## config.mk

```make
export PLATFORM = sky130hd
export DESIGN_NAME = kmer_minhash
export DESIGN_NICKNAME = d
export VERILOG_FILES = /design/src/rtl/lsh_pkg.sv /design/src/rtl/kmer_hash.sv /design/src/rtl/kmer_minhash.sv
export SDC_FILE = /design/constraint.sdc
export NUM_CORES = 1
export LEC_CHECK = 0
export ABC_AREA = 0
export CAP_MARGIN = 20
export CORE_UTILIZATION = 44
export DETAILED_ROUTE_END_ITERATION = 8
export GPL_TIMING_DRIVEN = 0
export PLACE_DENSITY = 0.75
export SYNTH_ARGS = -nofsm -noshare
export SYNTH_HDL_FRONTEND = slang
export SYNTH_SLANG_ARGS = --single-unit
export TNS_END_PERCENT = 100
```

## constraint.sdc

```tcl
create_clock -name clk -period 50.5 [get_ports clk]
set_input_delay 15.15 -clock clk [delete_from_list [all_inputs] [get_ports clk]]
set_output_delay 15.15 -clock clk [all_outputs]
set_load 0.005 [all_outputs]
```

## src/rtl/lsh_pkg.sv

```systemverilog
// Shared types and constants for the minhash / LSH pipeline stages.
package lsh_pkg;

   typedef logic [1:0] base_t;

   localparam base_t BASE_A = 2'b00;
   localparam base_t BASE_C = 2'b01;
   localparam base_t BASE_G = 2'b10;
   localparam base_t BASE_T = 2'b11;

   typedef enum logic [1:0] {
      ST_IDLE,
      ST_SCAN,
      ST_FLUSH,
      ST_DONE
   } kmer_minhash_state_e;

   localparam logic [31:0] DEF_HASH_MULT = 32'h9E3779B1;

endpackage

```

## src/rtl/kmer_hash.sv

```systemverilog
// Combinational multiplicative k-mer hash; shared with the LSH table stage.
module kmer_hash #(
   parameter int                 KW        = 32,
   parameter int                 HASH_W    = 32,
   parameter logic [31:0]        HASH_MULT = 32'h9E3779B1,
   parameter logic [HASH_W-1:0]  HASH_SEED = '0
) (
   input  logic [KW-1:0]      kmer,
   output logic [HASH_W-1:0]  hash
);

   // Low product bits depend only on low operand bits, so multiply at HASH_W.
   logic [HASH_W-1:0] a;
   logic [HASH_W-1:0] b;

   assign a    = HASH_W'(kmer);
   assign b    = HASH_W'(HASH_MULT);
   assign hash = (a * b) ^ HASH_SEED;

endmodule

```

## src/rtl/kmer_minhash.sv

```systemverilog
// Slides a k-mer over a latched window, one base per clock, and reports the minimum hash and its start.
//  state    | meaning
//  ST_IDLE  | waiting for ready_for_hashing, captures window on request
//  ST_SCAN  | shifting one base per edge into the k-mer register
//  ST_FLUSH | compares the final k-mer, loads res_*, pulses res_valid
//  ST_DONE  | hashing_is_done held until ready_for_hashing drops
module kmer_minhash
   import lsh_pkg::*;
#(
   parameter int                 WINDOW_SIZE = 128,
   parameter int                 KMER_SIZE   = 16,
   parameter int                 ID_W        = 16,
   parameter int                 HASH_W      = 32,
   parameter logic [31:0]        HASH_MULT   = DEF_HASH_MULT,
   parameter logic [HASH_W-1:0]  HASH_SEED   = '0
) (
   input  logic                            clk,
   input  logic                            rst,
   input  base_t                           window [0:WINDOW_SIZE-1],
   input  logic [ID_W-1:0]                 window_id,
   input  logic                            is_insert,
   input  logic                            window_reset,
   input  logic                            ready_for_hashing,
   output logic                            hashing_is_done,
   output logic                            res_valid,
   output logic [HASH_W-1:0]               res_min_hash,
   output logic [$clog2(WINDOW_SIZE)-1:0]  res_min_pos,
   output logic [ID_W-1:0]                 res_window_id,
   output logic                            res_is_insert
);

   localparam int                KW       = 2 * KMER_SIZE;
   localparam int                POS_W    = $clog2(WINDOW_SIZE);
   localparam logic [POS_W-1:0]  IDX_LAST = POS_W'(WINDOW_SIZE - 1);
   localparam logic [POS_W-1:0]  K_LAST   = POS_W'(KMER_SIZE - 1);

   if (KMER_SIZE > WINDOW_SIZE) begin : g_size_check
      $error("kmer_minhash: KMER_SIZE must not exceed WINDOW_SIZE");
   end

   kmer_minhash_state_e   state;
   base_t                 win_buf [0:WINDOW_SIZE-1];
   logic [POS_W-1:0]      idx;
   logic [POS_W-1:0]      kmer_pos;
   logic [KW-1:0]         kmer;
   logic                  kmer_vld;
   logic                  first;
   logic [HASH_W-1:0]     min_hash;
   logic [POS_W-1:0]      min_pos;
   logic [HASH_W-1:0]     h;
   logic [HASH_W-1:0]     min_nxt;
   logic [POS_W-1:0]      pos_nxt;
   logic [ID_W-1:0]       id_q;
   logic                  ins_q;
   logic                  capture;

   kmer_hash #(
      .KW        (KW),
      .HASH_W    (HASH_W),
      .HASH_MULT (HASH_MULT),
      .HASH_SEED (HASH_SEED)
   ) u_hash (
      .kmer (kmer),
      .hash (h)
   );

   assign capture = (state == ST_IDLE) && ready_for_hashing && !hashing_is_done
                    && !window_reset && !rst;

   always_ff @(posedge clk) begin
      if (capture) win_buf <= window;
   end

   // Strict less-than keeps the earlier position on ties.
   always_comb begin
      min_nxt = min_hash;
      pos_nxt = min_pos;
      if (kmer_vld && (first || (h < min_hash))) begin
         min_nxt = h;
         pos_nxt = kmer_pos;
      end
   end

   always_ff @(posedge clk) begin
      if (rst || window_reset) begin
         state           <= ST_IDLE;
         idx             <= '0;
         kmer_pos        <= '0;
         kmer            <= '0;
         kmer_vld        <= 1'b0;
         first           <= 1'b1;
         min_hash        <= '1;
         min_pos         <= '0;
         id_q            <= '0;
         ins_q           <= 1'b0;
         hashing_is_done <= 1'b0;
         res_valid       <= 1'b0;
         res_min_hash    <= '0;
         res_min_pos     <= '0;
         res_window_id   <= '0;
         res_is_insert   <= 1'b0;
      end else begin
         res_valid <= 1'b0;
         if (kmer_vld) begin
            min_hash <= min_nxt;
            min_pos  <= pos_nxt;
            first    <= 1'b0;
         end
         case (state)
            ST_IDLE: begin
               if (capture) begin
                  state    <= ST_SCAN;
                  idx      <= '0;
                  kmer     <= '0;
                  kmer_vld <= 1'b0;
                  first    <= 1'b1;
                  min_hash <= '1;
                  min_pos  <= '0;
                  id_q     <= window_id;
                  ins_q    <= is_insert;
               end
            end
            ST_SCAN: begin
               kmer     <= {kmer[KW-3:0], win_buf[idx]};
               kmer_vld <= (idx >= K_LAST);
               kmer_pos <= idx - K_LAST;
               if (idx == IDX_LAST) state <= ST_FLUSH;
               else                 idx   <= idx + 1'b1;
            end
            ST_FLUSH: begin
               kmer_vld        <= 1'b0;
               res_min_hash    <= min_nxt;
               res_min_pos     <= pos_nxt;
               res_window_id   <= id_q;
               res_is_insert   <= ins_q;
               res_valid       <= 1'b1;
               hashing_is_done <= 1'b1;
               state           <= ST_DONE;
            end
            ST_DONE: begin
               if (!ready_for_hashing) begin
                  hashing_is_done <= 1'b0;
                  state           <= ST_IDLE;
               end
            end
            default: state <= ST_IDLE;
         endcase
      end
   end

endmodule
```

==> results of run 1 <==
[synthesized netlist by cell type, types with 4 or more instances]
cell | instances | share of area, %
nand3_1 | 16 | 0.32
nand4_1 | 6 | 0.15
a211oi_1 | 31 | 0.92
a22oi_1 | 34 | 1.0
nor3_1 | 5 | 0.099
a2111oi_0 | 4 | 0.14
nor2_1 | 146 | 2.2
o211ai_1 | 4 | 0.12
fa_1 | 204 | 16
and3_1 | 5 | 0.12
or2_2 | 4 | 0.099
a31oi_1 | 5 | 0.12
mux4_2 | 84 | 7.5
ha_1 | 224 | 11
inv_1 | 369 | 5.5
o21bai_1 | 4 | 0.12
edfxtp_1 | 256 | 31
a21o_1 | 24 | 0.72
dfxtp_1 | 164 | 13
buf_1 | 7 | 0.10
buf_2 | 4 | 0.080
o21ai_0 | 38 | 0.76
nand2_1 | 90 | 1.3
a21oi_1 | 93 | 1.8
clkbuf_1 | 60 | 0.89
mux2i_1 | 28 | 1.1
nand2b_1 | 6 | 0.15
xor2_1 | 10 | 0.35
nor2b_1 | 4 | 0.099
xnor2_1 | 53 | 1.8
[path summary, 6_finish.rpt]
check / end / slack, ns / cells past startpoint / from
worst max-delay path: idx[3]$_SDFFE_PP0P_ / 32.80 / 9 / window_reset
worst min-delay path: ins_q$_SDFFE_PP0P_ / 0.46 / 2 / ins_q$_SDFFE_PP0P_
worst max register to register: res_min_hash[17]$_SDFFE_PP0P_ / 39.86 / 34 / kmer[6]$_SDFFE_PP0P_
worst min register to register: ins_q$_SDFFE_PP0P_ / 0.46 / 2 / ins_q$_SDFFE_PP0P_
[through the flow]
step                      hold slack, ns  cells  power (W)  setup WS, ns
after floorplan                    0.436   2022   0.000393         21.30
after global placement             0.443   3112   0.000421         15.49
after detailed placement           0.449   3120   0.000420         32.27
after CTS                          0.458   3195   0.000719         32.88
after global routing               0.478   3197   0.000733         32.65
final                              0.459   3197   0.000713         32.80
[metal layers]
metal	up-vias	share of wire [%]
met2	587	52
met3	110	6.4
li1	7661	-
met1	8381	38
met5	-	0.043
met4	4	2.8
[report_power, final]
group / switching (W) / internal, W
Sequential: 0.00000216 / 0.000372
Combinational: 0.0000144 / 0.0000241
Clock: 0.000131 / 0.000170
Total: 0.000148 / 0.000565
[sequential cells by signal, summed over array words and instances, names as in the netlist, 2 cells and up]
register and flops:
win_buf 256, id_q 16, kmer 32, state 2, res_min_pos 7, min_hash 32, idx 7, res_min_hash 32
kmer_pos 7, min_pos 7, res_window_id 16
[cells by family (layout without fill, tap and decap cells)]
| group | count (synthesis) | after routing | share of synthesized area [%] |
|---|---|---|---|
| xor gates and xnor gates | 63 | 63 | 2.19 |
| and+or+nand+nor | 296 | 296 | 4.97 |
| AOI/OAI and AO/OA | 257 | 257 | 6.43 |
| buffers and inverters | 443 | 862 | 6.71 |
| adders and majority gates | 428 | 428 | 27.4 |
| DFF | 420 | 420 | 43.6 |
| muxes | 115 | 115 | 8.76 |
[worst register-to-register path: cells and delay by family, from the launching register on]
family | cells | cell delay [ns]
adders and majority gates | 10 | 4.49
and+or+nand+nor | 7 | 1.25
DFF | 1 | 0.90
buffers and inverters | 9 | 1.18
AOI/OAI and AO/OA | 7 | 2.34
muxes | 1 | 0.36
[layout make-up]
| type | count | area, um2 | share of cell area, % |
|---|---|---|---|
| Timing Repair Buffer | 344 | 3550 | 11.4 |
| Clock inverter | 14 | 144 | 0.464 |
| Sequential cell | 420 | 11000 | 35.4 |
| Buffer | 74 | 305 | 0.985 |
| Multi-Input combinational cell | 1159 | 12500 | 40.4 |
| Clock buffer | 61 | 1180 | 3.82 |
| Inverter | 369 | 1390 | 4.47 |
| Tap cell | 756 | 946 | 3.05 |
==> out/results.ini, run 1 <==
[run_status]
status=finished clean

[final_layout]
area_growth_pct=23.2
stdcell_area_um2=31000
final_nets=3116
nFillCells=4559
diodes=0
fin_util_pct=54.9
mostFrequentLayoutCell=inv_1
drive_gt1_share_pct=6.84
layout_common_cells=inv_1 (369), clkdlybuf4s50_1 (334), edfxtp_1 (256)

[global_route]
top_usage_layer=met2
met1_usage_pct=27.6
grt_usage_pct=23.1
gr-total-overflow=0
antenna_found_initial=3
grtUsageMet3_pct=4.44
grt_max_degree=40
grt_pass1_vias=18220
grt_pass1_wl_um=101000
use_met2_pct=41.7

[logic_synthesis]
syn-cell-area_um2=25200
syn_inst=2022
synth-seq-area-share_pct=43.6
synth_area_per_cell_um2=12.5
yosys_warnings=0
synth_edf_count=256
yosysUniqueCellTypes=53
async_flop_share_pct=0
synth_flop_cell=edfxtp_1
synth_seq_cells=420
synth.net_count=2727

[detailed_routing]
route.detailed.drc=0
num_vias=16743
drt_iter0_markers=1157
drtPass1Iterations=5
viasPerCell=5.24
final_antenna_net_count=0
wire_per_inst_um=20.4
routed_wl_um=65200

[clock_network]
postCtsSetupBuffers=0
clock_path_buffers=3
cts_hold_buf=0
clkSlewWorstSetupHoldPaths_ns=0.06
numCtsBuffers=43
cts-root-buf=clkbuf_16
cts_tree=yes
clk_latency_ns=0.58
clkSinkCount=420
cts-resized-gates=0
h-tree-depth=2

[worst_setup_path]
crit_fanout=14
end_kind=register
path_class=in2reg
path_cells=clkdlybuf4s50_1 -> or2_2 -> clkbuf_1 -> nor2_4 -> a21oi_1 -> a21oi_1 -> nor2_1 -> o21ai_0 -> a21oi_1
crit_arrival_ns=18.14
required_ns=50.94
critical_path.top_delay_family=compound AO/OA/AOI/OAI gates
cp_common_cell=a21oi_1
slowest_stage=nor2_4
startpoint_type=input port
crit_buf_inv=2
cp_slowest_stage_delay_ns=0.57

[floorplan]
die_area_um2=58200
rows=87
core_area_um2=56500
die_y_um=241
start_util_pct=44.6
die_w_um=241
ios=335

[power]
leakage_nw=13.2
ir_drop_mv=0.0263
p_per_area_nw_per_um2=23.0

[placed_design]
placed_cell_area_um2=29600
place_congestion=0.938
port_buffers=334
dpl.hpwl_um=52200

[sta]
tightestPinTransition_ns=1.08
post-route-period-util_pct=35.0
hold_viol=0
rsz0062_at_grt=false
finalSetupTns_ns=0
setup_viol=0
fmax_mhz=56.5
fin_crit_ns=17.70
fin_skew_ns=0.0263
slew_violations=0
slew-limit-headroom_pct=28.0

[flow_run]
cap_viol_max_count=0

[hold_path]
hold_path_class=reg2reg

(Power assumes the default switching activity.)
==> inputs of run 2 (changes only) <==
--- a/config.mk
+++ b/config.mk
@@ -10,7 +10,7 @@
 export CORE_UTILIZATION = 44
 export DETAILED_ROUTE_END_ITERATION = 8
 export GPL_TIMING_DRIVEN = 0
-export PLACE_DENSITY = 0.75
+export PLACE_DENSITY = 0.78
 export SYNTH_ARGS = -nofsm -noshare
 export SYNTH_HDL_FRONTEND = slang
 export SYNTH_SLANG_ARGS = --single-unit
==> constraint.sdc (replaced) <==
create_clock -name clk -period 14.4 [get_ports clk]
set_input_delay 4.32 -clock clk [delete_from_list [all_inputs] [get_ports clk]]
set_output_delay 4.32 -clock clk [all_outputs]
set_load 0.005 [all_outputs]
==> run 2 against run 1 <==
Combinational power rose to 3.5 times the previous value. Worst hold slack worse by 0.00089 ns. Routed wire length up 0.52%. Clock-buffer cell count down 6. Via count up 1.0%. Critical path type is now reg2reg.
==> out/results.ini, run 2 (same netlist as run 1, synthesis figures left out) <==
[run_status]
status=finished clean

[detailed_routing]
drtPass1Iterations=5  ; unchanged
final_antenna_net_count=0  ; unchanged
drt_iter0_markers=1117  ; -3.5%
route.detailed.drc=0  ; unchanged
wire_per_inst_um=20.5  ; +0.59%
viasPerCell=5.30  ; +1.1%
num_vias=16918  ; +1.0%
routed_wl_um=65500  ; +0.52%

[hold_path]
hold_path_class=reg2reg
min_from=id_q[5]$_SDFFE_PP0P_

[floorplan]
core_area_um2=56500  ; unchanged
ios=335  ; unchanged
rows=87  ; unchanged
die_y_um=241  ; unchanged
die_w_um=241  ; unchanged
die_area_um2=58200  ; unchanged
start_util_pct=44.6  ; unchanged

[power]
seq_power_share_pct=51.5  ; -0.9 points
p_comb_share_pct=5.3  ; about the same
p_per_area_nw_per_um2=82.1  ; +260%
ir_drop_mv=0.129  ; +390%
pwr-share-clk_pct=43.3  ; +1.1 points
swShare_pct=20.5  ; -0.23 points
power.switching_w=0.000522  ; +250%
leakage_nw=13.2  ; about the same
p_int_w=0.00203  ; +260%

[sta]
finalSetupTns_ns=0  ; unchanged
slew-limit-headroom_pct=23.2  ; -4.7 points
rsz0062_at_grt=false
hold_viol=0  ; unchanged
worst_slack_ns=3.99  ; -28.82 ns
slew_violations=0  ; unchanged
tightestPinTransition_ns=1.15  ; +0.0706 ns
post-route-period-util_pct=72.3
fin_crit_ns=10.41
fin_skew_ns=0.0577  ; +0.0314 ns
setup_viol=0  ; unchanged
fmax_mhz=96.0

[global_route]
grt_max_degree=38  ; -5.0%
gr-total-overflow=0  ; unchanged
grt_usage_pct=23.2  ; +0.054 points
grt_pass1_wl_um=101000  ; +0.47%
antenna_found_initial=0  ; -3
grt_pass1_vias=18266  ; +0.25%

[clock_network]
clkSlewWorstSetupHoldPaths_ns=0.06  ; about the same
cts-root-buf=clkbuf_16
cts-resized-gates=0  ; unchanged
clock_path_buffers=3  ; unchanged
cts_hold_buf=0  ; unchanged
clk_latency_ns=0.59  ; about the same
h-tree-depth=2  ; unchanged
clkSinkCount=420  ; unchanged
numCtsBuffers=42  ; -2.3%
postCtsSetupBuffers=0  ; unchanged
cts_tree=yes

[worst_setup_path]
crit_fanout=10  ; -4
required_ns=14.90  ; -36.04 ns
critical_path.top_delay_family=adder cells
crit_arrival_ns=10.91  ; -7.23 ns
startpoint_type=register
critPathLaunch=kmer[6]$_SDFFE_PP0P_
rrSetupSlack_ns=3.99  ; -35.87 ns
slowest_stage=dfxtp_1
end_kind=register
crit_buf_inv=11  ; +9
cp_slowest_stage_delay_ns=0.91  ; +0.34 ns
timing.rr.start=kmer[6]$_SDFFE_PP0P_
cp_common_cell=inv_1
path_class=reg2reg

[placed_design]
placed_cell_area_um2=29600  ; about the same
port_buffers=334  ; unchanged
placed_cells=3120  ; unchanged
place_congestion=0.948  ; +1.1%
dpl.hpwl_um=52300  ; +0.19%
place_ws_ns=4.17  ; -28.10 ns

[final_layout]
mostFrequentLayoutCell=inv_1
area_growth_pct=23.2  ; about the same
finalNonFillerCells=3195  ; -0.063%
diodes=0  ; unchanged
stdcell_area_um2=31000  ; about the same
layout_common_cells=inv_1 (369), clkdlybuf4s50_1 (334), edfxtp_1 (256)
largest_reg_flops=256  ; unchanged
regMostFlops=win_buf
drive_gt1_share_pct=6.72  ; -0.12 points
final_nets=3113  ; -0.096%
nFillCells=4538  ; -0.46%

[flow_run]
cap_viol_max_count=0  ; unchanged

==> run 2: cell type report <==
| class | count | area (um2) | share of cell area [%] |
|---|---|---|---|
| buffer | 74 | 305 | 0.985 |
| clock buffer | 55 | 1110 | 3.58 |
| clock inverter | 20 | 273 | 0.880 |
| inverter | 369 | 1390 | 4.47 |
| multi-input combinational | 1159 | 12500 | 40.4 |
| sequential | 420 | 11000 | 35.4 |
| tap | 756 | 946 | 3.05 |
| timing repair buffer | 342 | 3500 | 11.3 |
==> run 2: per-layer routing <==
layer / vias up / GRT usage, % / share of wire, %
li1: 7661 / - / -
met1: 8500 / 27.7 / 38
met2: 644 / 41.7 / 52
met3: 113 / 4.53 / 6.9
met4: 0 / 7.19 / 2.9
met5: - / 0 / 0
==> run 2: through the flow <==
stage,util (%),total power (W),hold WS [ns]
4_1_cts,54.9,0.00256,0.461
6_report,54.9,0.00255,0.458
3_3_place_gp,52.2,0.00147,0.442
2_1_floorplan,-,0.00138,0.436
5_1_grt,54.9,0.00262,0.481
3_5_place_dp,52.4,0.00147,0.454
==> run 2: power by group through the flow <==
stage          combinational [W]  clock (W)  sequential, W
2_1_floorplan          0.0000360          0        0.00134
6_report                0.000134    0.00110        0.00131
3_5_place_dp            0.000134          0        0.00134
5_1_grt                 0.000142    0.00116        0.00131
4_1_cts                 0.000135    0.00111        0.00131
3_3_place_gp            0.000127          0        0.00134
==> run 2: worst paths after layout <==
kind / to / depth (start not counted)
min: id_q[5]$_SDFFE_PP0P_ / 2
max: res_min_hash[7]$_SDFFE_PP0P_ / 35
max reg2reg: res_min_hash[7]$_SDFFE_PP0P_ / 35
min reg2reg: id_q[5]$_SDFFE_PP0P_ / 2
==> run 2: worst register-to-register path, delay by kind of cell (launching register included) <==
kind / cells / cell delay (ns)
xor gates and xnor gates: 1 / 0.35
buffers and inverters: 11 / 1.88
AOI/OAI and AO/OA: 6 / 1.64
DFF: 1 / 0.91
and+or+nand+nor: 7 / 1.15
adders and majority gates: 10 / 4.40
==> inputs of run 3 (changes only) <==
==> constraint.sdc (replaced) <==
create_clock -name clk -period 9.3 [get_ports clk]
set_input_delay 2.79 -clock clk [delete_from_list [all_inputs] [get_ports clk]]
set_output_delay 2.79 -clock clk [all_outputs]
set_load 0.005 [all_outputs]
==> run 3 against run 2 <==
Combinational power is 57% higher. Critical path depth fell by 2. Worst hold slack improved by 0.0031 ns. Clock skew down 0.0064 ns. Cell area grew 0.69%. Non-clock buffer count rose by 18. Sequential share of layout area down 0.11 points. Register-to-register slack got worse by 3.6 ns. Clock power rose by 47%. Die area unchanged. Clock-buffer cell count fell by 1. Critical path type unchanged. Largest power group unchanged.
==> out/results.ini, run 3 (same netlist as run 1, synthesis figures left out) <==
[worst_setup_path]
end_kind=register
cp_common_cell=fa_1
path_class=reg2reg
timing.rr.start=kmer[8]$_SDFFE_PP0P_
cp_slowest_stage_delay_ns=0.54  ; -0.37 ns
slowest_stage=fa_1
crit_arrival_ns=9.36  ; -1.55 ns
required_ns=9.74  ; -5.16 ns
critPathLaunch=kmer[8]$_SDFFE_PP0P_
crit_fanout=10  ; unchanged
startpoint_type=register
r2r_cells=33  ; -5.7%

[clock_network]
numCtsBuffers=42  ; unchanged
clk_latency_ns=0.58  ; about the same
h-tree-depth=2  ; unchanged
cts-root-buf=clkbuf_16
cts_hold_buf=0  ; unchanged
clkSinkCount=420  ; unchanged
cts_tree=yes
clock_path_buffers=3  ; unchanged
clkSlewWorstSetupHoldPaths_ns=0.06  ; about the same

[power]
ir_drop_mv=0.181  ; +40%
p_per_area_nw_per_um2=124  ; +51%
leakage_nw=13.3  ; +1.0%
power_w=0.00386  ; +52%

[hold_path]
hold_path_class=reg2reg
holdPathStages=2  ; unchanged
min_from=id_q[12]$_SDFFE_PP0P_

[sta]
post-route-period-util_pct=95.9  ; +24 points
fmax_mhz=112  ; +17%
slew-limit-headroom_pct=35.4  ; +12 points
fin_skew_ns=0.0513  ; -0.00644 ns
tightestPinTransition_ns=0.970  ; -0.180 ns
worst_slack_ns=0.377  ; -3.61 ns
rsz0062_at_grt=false
fin_crit_ns=8.92  ; -1.49 ns
hold_viol=0  ; unchanged
slew_violations=0  ; unchanged
setup_viol=0  ; unchanged
finalSetupTns_ns=0  ; unchanged

[placed_design]
dpl.hpwl_um=52700  ; +0.72%
place_congestion=0.949  ; about the same
place_ws_ns=-0.998  ; -5.17 ns
port_buffers=334  ; unchanged

[global_route]
grt_max_degree=39  ; +2.6%
grt_usage_pct=23.6  ; +0.45 points
grt_pass1_wl_um=103000  ; +1.5%
antenna_found_initial=2  ; +2
gr-total-overflow=0  ; unchanged
grt_pass1_vias=18139  ; -0.70%

[final_layout]
area_growth_pct=24.0
final_nets=3131  ; +0.58%
drive_gt1_share_pct=8.75  ; +2.0 points
nFillCells=4496  ; -0.93%
layout_common_cells=inv_1 (369), clkdlybuf4s50_1 (334), edfxtp_1 (256)
regMostFlops=win_buf
register_area_um2=11000  ; +0.38%
largest_reg_flops=256  ; unchanged
mostFrequentLayoutCell=inv_1
diodes=0  ; unchanged
multi_input_area_um2=12600  ; +0.37%

[detailed_routing]
drt_iter0_markers=1129  ; +1.1%
top_layer_used=met5
wl_met3_um=4500  ; +0.22%
wire_per_inst_um=20.8  ; +1.3%
route.detailed.drc=0  ; unchanged
met2_wirelength_um=34300  ; about the same
routed_wl_um=66700  ; +1.8%
drtPass1Iterations=8  ; +3
wl_met1_um=25600  ; +3.2%
viasPerCell=5.30  ; +0.16%
final_antenna_net_count=0  ; unchanged
num_vias=17035  ; +0.69%

[floorplan]
die_y_um=241  ; unchanged
rows=87  ; unchanged
start_util_pct=44.6  ; unchanged
core_area_um2=56500  ; unchanged
die_area_um2=58200  ; unchanged
die_w_um=241  ; unchanged
ios=335  ; unchanged

[flow_run]
cap_viol_max_count=0  ; unchanged

[run_status]
status=finished clean

[run 3: power by group]
part	total, W	internal, W	switching, W
clock network	0.00162	0.000920	0.000705
logic	0.000210	0.000131	0.0000792
registers	0.00203	0.00202	0.0000125
total	0.00386	0.00307	0.000797
[run 3: metal layers]
layer,GRT usage (%),vias to the layer above
li1,-,7712
met1,29.0,8510
met2,41.5,684
met3,4.16,127
met4,8.48,2
met5,0,-
[run 3: cell type report]
| cell class | instances | area share [%] |
|---|---|---|
| Buffer | 73 | 1.03 |
| Clock buffer | 54 | 3.64 |
| Clock inverter | 20 | 0.537 |
| Inverter | 369 | 4.44 |
| Multi-Input combinational cell | 1159 | 40.3 |
| Sequential cell | 420 | 35.3 |
| Tap cell | 756 | 3.03 |
| Timing Repair Buffer | 361 | 11.8 |
[run 3: worst max-delay path, delay by kind of cell (launching register included)]
family / cells / cell delay (ns)
DFF: 1 / 0.46
AOI/OAI and AO/OA: 9 / 2.00
buffers and inverters: 7 / 0.80
xor gates and xnor gates: 1 / 0.23
and+or+nand+nor: 6 / 0.93
adders and majority gates: 10 / 4.35
[run 3: final timing paths]
kind	to	slack, ns
setup reg to reg	res_min_hash[2]$_SDFFE_PP0P_	0.38
setup / recovery	res_min_hash[2]$_SDFFE_PP0P_	0.38
hold / removal	id_q[12]$_SDFFE_PP0P_	0.46
hold reg to reg	id_q[12]$_SDFFE_PP0P_	0.46
[run 3: through the flow]
step / instances / hold WS [ns] / util [%] / area, um2
after detailed placement: 3121 / 0.448 / 52.5 / 29700
after CTS: 3194 / 0.456 / 54.9 / 31000
after floorplan: 2022 / 0.436 / - / 25200
after global routing: 3212 / 0.477 / 55.3 / 31200
after global placement: 3112 / 0.442 / 52.2 / 29500
final: 3212 / 0.461 / 55.3 / 31200
[run 3: timing repair]
item / 4_1_cts / 5_1_grt
resized for setup: 24 / 32
endpoints found under the setup margin: 78 / 78
setup buffers: 0 / 18
pin swaps: 0 / 4
